--- src/rtl/wb_ram_slave.sv ---
// -----------------------------------------------------------------------------
// wb_ram_slave
// Wishbone B4 slave with an embedded word-addressed RAM. It supports classic or
// pipelined handshaking, a programmable number of wait states before each
// response, and an error response for addresses outside its window.
//
// Parameters
//   DATA_W       data width in bits (multiple of 8, power of 2)
//   SIZE         RAM depth in words (>= 2)
//   BASE_ADDR    byte base address of the window (aligned to DATA_W/8)
//   WAIT_STATES  extra cycles before ack/err (0..15)
//   PIPELINED    0 = classic handshake, 1 = B4 pipelined (stall used)
//
// Ports
//   clk_i       clock
//   rstn_i      asynchronous active-low reset
//   wb_cyc_i    bus cycle active
//   wb_stb_i    request strobe
//   wb_we_i     1 = write, 0 = read
//   wb_adr_i    byte address
//   wb_sel_i    byte lane enables
//   wb_dat_i    write data
//   wb_dat_o    read data, non-zero only during a read ack
//   wb_ack_o    one-cycle transfer acknowledge
//   wb_err_o    one-cycle error acknowledge (out-of-window access)
//   wb_stall_o  pipelined mode: request not accepted this cycle
// -----------------------------------------------------------------------------
module wb_ram_slave #(
  parameter int unsigned DATA_W      = 32,
  parameter int unsigned SIZE        = 32,
  parameter logic [31:0] BASE_ADDR   = 32'h0000_0000,
  parameter int unsigned WAIT_STATES = 0,
  parameter bit          PIPELINED   = 1'b0
) (
  input  logic                clk_i,
  input  logic                rstn_i,
  input  logic                wb_cyc_i,
  input  logic                wb_stb_i,
  input  logic                wb_we_i,
  input  logic [31:0]         wb_adr_i,
  input  logic [DATA_W/8-1:0] wb_sel_i,
  input  logic [DATA_W-1:0]   wb_dat_i,
  output logic [DATA_W-1:0]   wb_dat_o,
  output logic                wb_ack_o,
  output logic                wb_err_o,
  output logic                wb_stall_o
);

  localparam int unsigned NB  = DATA_W / 8;
  localparam int unsigned LSB = $clog2(NB);
  localparam int unsigned AW  = $clog2(SIZE);
  localparam logic [3:0]  WS_LAST = (WAIT_STATES > 0) ? 4'(WAIT_STATES - 1) : 4'd0;

  typedef enum logic [1:0] {
    S_IDLE,
    S_WAIT,
    S_RESP
  } state_e;

  state_e              state_q, state_d;
  logic [3:0]          cnt_q, cnt_d;
  logic [AW-1:0]       idx_q, idx_d;
  logic                we_q, we_d;
  logic [NB-1:0]       sel_q, sel_d;
  logic [DATA_W-1:0]   wdat_q, wdat_d;
  logic                oor_q, oor_d;

  logic [DATA_W-1:0]   mem [SIZE];

  // Address decode: byte offset into the window, then word index.
  logic [31:0]         off;
  logic [31:0]         idx_full;
  logic                oor;
  logic                accept;

  assign off      = wb_adr_i - BASE_ADDR;
  assign idx_full = off >> LSB;
  assign oor      = (wb_adr_i < BASE_ADDR) || (idx_full >= 32'(SIZE));

  // In pipelined mode a request may also be taken during RESP: the previous
  // transfer completes in that same cycle, so at most one stays outstanding
  // and a deasserted stall always means "accepted".
  always_comb begin
    accept = 1'b0;
    if (wb_cyc_i && wb_stb_i && !wb_stall_o) begin
      if (state_q == S_IDLE)
        accept = 1'b1;
      else if (PIPELINED && (state_q == S_RESP))
        accept = 1'b1;
    end
  end

  // State and request registers.
  always_ff @(posedge clk_i or negedge rstn_i) begin
    if (!rstn_i) begin
      state_q <= S_IDLE;
      cnt_q   <= '0;
      idx_q   <= '0;
      we_q    <= 1'b0;
      sel_q   <= '0;
      wdat_q  <= '0;
      oor_q   <= 1'b0;
    end else begin
      state_q <= state_d;
      cnt_q   <= cnt_d;
      idx_q   <= idx_d;
      we_q    <= we_d;
      sel_q   <= sel_d;
      wdat_q  <= wdat_d;
      oor_q   <= oor_d;
    end
  end

  // Next-state logic and request capture.
  always_comb begin
    state_d = state_q;
    cnt_d   = cnt_q;
    idx_d   = idx_q;
    we_d    = we_q;
    sel_d   = sel_q;
    wdat_d  = wdat_q;
    oor_d   = oor_q;

    unique case (state_q)
      S_IDLE: begin
        if (accept) begin
          state_d = (WAIT_STATES > 0) ? S_WAIT : S_RESP;
          cnt_d   = '0;
        end
      end
      S_WAIT: begin
        if (!wb_cyc_i) begin
          state_d = S_IDLE;
          cnt_d   = '0;
        end else if (cnt_q == WS_LAST) begin
          state_d = S_RESP;
          cnt_d   = '0;
        end else begin
          cnt_d   = cnt_q + 4'd1;
        end
      end
      S_RESP: begin
        if (accept) begin
          state_d = (WAIT_STATES > 0) ? S_WAIT : S_RESP;
          cnt_d   = '0;
        end else begin
          state_d = S_IDLE;
        end
      end
      default: begin
        state_d = S_IDLE;
        cnt_d   = '0;
      end
    endcase

    if (accept) begin
      idx_d  = idx_full[AW-1:0];
      we_d   = wb_we_i;
      sel_d  = wb_sel_i;
      wdat_d = wb_dat_i;
      oor_d  = oor;
    end
  end

  // Outputs. Dropping cyc during RESP suppresses the response and the write.
  always_comb begin
    wb_stall_o = PIPELINED && (state_q == S_WAIT);
    wb_ack_o   = (state_q == S_RESP) && wb_cyc_i && !oor_q;
    wb_err_o   = (state_q == S_RESP) && wb_cyc_i && oor_q;
    wb_dat_o   = '0;
    if (wb_ack_o && !we_q)
      wb_dat_o = mem[idx_q];
  end

  // RAM write, committed on the edge that ends the acked RESP cycle.
  always_ff @(posedge clk_i) begin
    if (wb_ack_o && we_q) begin
      for (int unsigned b = 0; b < NB; b++) begin
        if (sel_q[b])
          mem[idx_q][8*b +: 8] <= wdat_q[8*b +: 8];
      end
    end
  end

endmodule

--- config.mk ---
export PLATFORM = sky130hd
export DESIGN_NAME = wb_ram_slave
export DESIGN_NICKNAME = d
export VERILOG_FILES = /design/src/rtl/wb_ram_slave.sv
export SDC_FILE = /design/constraint.sdc
export NUM_CORES = 1
export LEC_CHECK = 0
export ABC_AREA = 1
export ABC_CLOCK_PERIOD_IN_PS = 2440
export CAP_MARGIN = 20
export CORE_MARGIN = 8
export CORE_UTILIZATION = 35
export DETAILED_ROUTE_END_ITERATION = 10
export SETUP_SLACK_MARGIN = 0.3
export SYNTH_ARGS = -nofsm -noshare
export SYNTH_HDL_FRONTEND = slang
export SYNTH_SLANG_ARGS = --single-unit
--- constraint.sdc ---
create_clock -name clk_i -period 2.44 [get_ports clk_i]
set_input_delay 0.244 -clock clk_i [delete_from_list [all_inputs] [get_ports clk_i]]
set_output_delay 0.244 -clock clk_i [all_outputs]
set_load 0.02 [all_outputs]
Yosys cells after proc, flatten, opt, wreduce, memory -nomap -nowiden
Memories as Yosys holds them, arrays and structs flattened.
Cells that the tools add are included.

word-level totals
  logic and storage cells = 53
  memories = 1
  bits in writable memories = 1024
  input port bits = 73
  output and inout bits = 35
  bits in registers = 49

operators by class
  $add $sub $neg = 1
  $lt $le $gt $ge = 2
  muxes and demuxes = 24
  reductions and logical operators = 13
  equality and inequality tests = 5

memory list
  name  words  bits a word  rd ports  clocked after memory_dff  write ports  RTL line  source
  mem   32     32           1         0                         1            68        logic [DATA_W-1:0] mem [SIZE];

operator list
  operator             number
  $lt 32x1->1 const B  1
  $mux 32              1
  $ge 30x6->1 const B  1
  $mux 1               14
  $mux 4               3
  $mux 2               4
  $pmux 4 s2           1
  $logic_and 1x1->1    6
  $pmux 2 s3           1
  $add 4x1->4 const B  1
  $logic_not 4->1      1
  $ne 3x3->1 const B   1
  $eq 2x1->1 const B   1
  $eq 2x2->1 const B   1
  $logic_not 1->1      2
  $logic_not 2->1      1
  $ne 2x1->1 const B   1
  $ne 2x2->1 const B   1
  $reduce_and 2->1     1
  $reduce_or 2->1      1
  $logic_or 1x1->1     1

Logic depth before layout (Yosys ltp)
  depth in word-level cells = 6
  mapped depth = 12
  gate-level depth less buffers = 9

Worst setup path before layout
Ideal clock, no wire load.

  path type = register to output
  start = register oor_q
  end = output port wb_dat_o[10]
  stages on the path, launching flop included = 5
  arrival time = 1765 ps
  slack = 431 ps
  data required time = 2196 ps
  cell sequence = dfrtp_1 nor3_1 nand2_1 clkbuf_1 a21oi_1

between the ends
  word-level cells in the longest chain between the ends = 4

RTL lines
  element                 RTL line  source
  start, declared         66        logic oor_q, oor_d;
  start signal, assigned  110       oor_q <= oor_d;
  $logic_not 1->1         168       wb_ack_o = (state_q == S_RESP) && wb_cyc_i && !oor_q;
  $logic_and 1x1->1       168
  via wb_ack_o            44        output logic wb_ack_o,
  $logic_and 1x1->1       171       if (wb_ack_o && !we_q)
  $mux 32                 171
  end, declared           43        output logic [DATA_W-1:0] wb_dat_o,

The timed path passes the listed nets, and every way through them passes these cells.

Final worst setup path
  start = register idx_q[0]
  end = output port wb_dat_o[9]

between the ends
  word-level cells in the longest chain between the ends = 2

RTL lines
  element                 RTL line  source
  start, declared         62        logic [AW-1:0] idx_q, idx_d;
  start signal, assigned  106       idx_q <= idx_d;
  $mem_v2 32x32           -
  $mux 32                 171

No other way between the ends.

==> Implementation_results.wiki <==
{| class="wikitable"
! Metric !! Value
|-
| Status || finished, violations left
|-
| Violations in the final reports || negative setup slack
|-
| Average wire length per cell after detail routing || 19.72 um
|-
| CTS clock-pin slew for the worst setup and hold paths || 70 ps
|-
| Final WS setup || -700.9 ps
|-
| TritonCTS clock tree || done
|-
| Slew at the pin closest to its max-slew limit || 1053 ps
|-
| Buffers from clock root to sink, at most || 3
|-
| Core Region || 0.1274 mm2
|-
| Most common cell after layout, fill and taps aside || nand2_1
|-
| Vias || 31413
|-
| Peak ir drop on the vdd network || 560.8 uV
|-
| Biggest area contributors in the synthesized netlist || edfxtp_1 69%, nand2_1 23%, dfrtp_1 2.5%, nor2_1 1.7%, buf_4 1.0%
|-
| End-of-flow core utilization || 43.97%
|-
| Total Nets Final || 4884
|-
| Clock latency on the worst-skew pair || 700 ps
|-
| Routed metal-1 wirelength || 54980 um
|-
| Antenna Diode Count || 0
|-
| Final count of negative-setup-slack endpoints || 32
|-
| Sequential cell area || 0.03186 mm2
|-
| Tmin final || 3141 ps
|-
| Fin Clk Skew || 35.56 ps
|-
| Gate count after technology mapping || 4338
|-
| Cell area after synthesis || 0.04480 mm2
|-
| Multi-input gate area in the final layout || 0.01221 mm2
|-
| CP Launch Type || flop
|-
| Final hold violations || 0
|-
| Final routed wirelength across all metal layers || 129300 um
|-
| Maximum fanout encountered on the critical timing path || 8
|-
| Power density relative to cell area || 811.7 mW/mm2
|-
| Share of layout cells above drive strength 1 || 17.10%
|-
| Fillers || 11549
|-
| Number of buffers inserted during clock tree synthesis || 111
|-
| Number of top-level pins || 108
|-
| Cell-by-cell listing of the critical path || buf_12 -> buf_16 -> buf_16 -> buf_16 -> nand2_2 -> nand2_2 -> nand2_1 -> nand2_1 -> nand2_1 -> nand2_1 -> nor2_2 -> a21oi_2 -> buf_6 -> buf_6
|-
| Worst min-delay path startpoint || wb_sel_i[0]
|-
| Number of port buffers || 104
|-
| Total congestion overflow || 0
|-
| Post-route ant nets || 0
|-
| Power after layout || 45.45 mW
|-
| Layout area overhead || 24.98%
|-
| Slew headroom || 29.80%
|-
| Initial antenna violation count || 1
|-
| Met2 routed wirelength || 61440 um
|-
| Setup repair after global routing missed its margin || yes
|-
| Average vias per placed instance || 4.790
|-
| Avg Cell Area, Syn || 10.33 um2
|-
| CP max stage cell || dfrtp_4
|-
| Yosys Warn Count || 0
|-
| Final routed DRC violation total || 0
|-
| Critical path data arrival time || 2900 ps
|-
| Clock root buffer master || clkbuf_16
|-
| Area share of the largest cell type after synthesis || 68.63%
|-
| HPWL Detailed || 78540 um
|-
| Number of storage elements in the synthesis netlist || 1068
|-
| First-pass GRT wire length || 188000 um
|-
| Max-capacitance violation count || 0
|-
| Clock sink count || 1068
|-
| Launch point of the worst path || idx_q[0]
|-
| Maximum number of pins on one net before global-route repair || 47
|-
| Delay of the slowest cell on the worst path || 580 ps
|-
| Worst path required time || 2200 ps
|-
| Die Ht || 373.8 um
|-
| Number of global-route vias before repair || 29940
|-
| Starting density of the core || 35.18%
|-
| Max-slew violation count || 0
|-
| Die Area || 0.1397 mm2
|-
| Category of cells accounting for the largest share of critical-path delay || buffers and inverters
|-
| First-iteration detailed-routing DRC count || 2957
|-
| Commonest non-fill, non-tap cells in the layout || 2661 x nand2_1, 1024 x edfxtp_1, 351 x buf_4
|-
| WS Path Type || flop to output pin
|-
| Top cell by count, worst path || nand2_1
|-
| Site Rows || 131
|-
| Type of the tightest min-delay check || input pin to flop
|-
| CTS H-tree depth || 3
|-
| Final period util || 128.7%
|-
| DRT Pass-1 Iters || 6
|-
| Post-Synthesis Net Count || 4411
|-
| GR Util All Layers || 17.44%
|-
| Routed wire length on met3 || 8923 um
|-
| Critical Path End Type || output pin
|-
| Weighted congestion at the end of routability-driven global placement || 0.8266
|-
| Post-synthesis cell type count || 26
|-
| LEAKAGE || 23.32 nW
|-
| Startpoint of the worst register-to-register path || idx_q[0]
|-
| Timing-limited maximum frequency || 318.4 MHz
|-
| Library cell occupying the most area in the post-synthesis netlist || edfxtp_1
|-
| Width of the die || 373.8 um
|-
| Share of the yosys chip area belonging to registers || 71.09%
|-
| Crit path buffers/inverters || 6
|-
| Top routing layer in use || met4
|}
==> flip-flops by register name (all words and copies together) (netlist names) <==
signal   cells
mem       1024
wdat_q      32
idx_q        5
sel_q        4
oor_q        1
state_q      1
we_q         1
==> stage by stage <==
step	setup slack [ps]	hold slack (ps)	TNS (ps)	std cells	instance area, um2
after floorplan	430.9	-51.59	0	4338	44800
after global placement	-503.2	314.4	-22810	6280	50170
after detailed placement	-480.4	324.8	-18010	6280	50170
after CTS	-704.0	38.62	-19930	6511	54700
after global routing	-782.7	67.77	-21580	6558	55990
final	-700.9	80.96	-18280	6558	55990
==> cell usage after synthesis (all sizes together) <==
master,n
a22oi,1
nor4,2
o21ai,6
inv,11
conb,1
clkbuf,36
a21oi,32
nand2,2744
or2,1
dfrtp,44
nor3,12
nor2,204
nand4,1
buf,184
nand3,35
edfxtp,1024
==> worst min-delay path, stage by stage <==
cell and delay (ps):
clkdlybuf4s50_1 390, nand2_1 60, nand2_1 40
==> metal layers <==
| metal | GRT usage (%) | vias up |
|---|---|---|
| met5 | 0 | - |
| met1 | 23.55 | 15065 |
| met2 | 28.71 | 1087 |
| li1 | - | 15036 |
| met4 | 5.515 | 0 |
| met3 | 2.965 | 225 |
==> final cells by class <==
cell class | instances | area share [%]
Tap cell | 1662 | 3.714
Sequential cell | 1068 | 56.90
Inverter | 11 | 0.1609
Clock inverter | 64 | 1.079
Timing Repair inverter | 2 | 0.04469
Multi-Input combinational cell | 3039 | 21.80
Clock buffer | 134 | 5.229
Timing Repair Buffer | 578 | 11.07
==> kinds of logic after synthesis <==
kind of cell | share of synthesized area, %
simple gates | 25.51
flops | 71.09
buf+inv | 2.946
compound gates | 0.4413
other cells | 0.008370
==> power by group <==
part	internal, mW	total, mW	switching, mW
clock network	9.64	16.6	6.98
registers	20.8	20.9	0.136
logic	2.85	7.93	5.08
total	33.3	45.4	12.2
==> final timing paths <==
check	to	slack, ps	depth (start not counted)
worst max-delay path	wb_dat_o[9]	-700	14
worst min register to register	sel_q[3]	480	2
worst min-delay path	sel_q[0]	80	3
worst max register to register	mem[24][7]	60	9
min in group asynchronous	wdat_q[17]	170	2
max in group asynchronous	wdat_q[25]	1590	3
==> timing repair <==
item	CTS	global route
setup buffers	23	25
resized for setup	192	183
pin swaps	19	54
cloned	9	22
hold endpoints to repair	22	0
hold buffers	1	0
setup endpoints to repair	994	917
No activity file was read; power rests on OpenSTA's default activity.
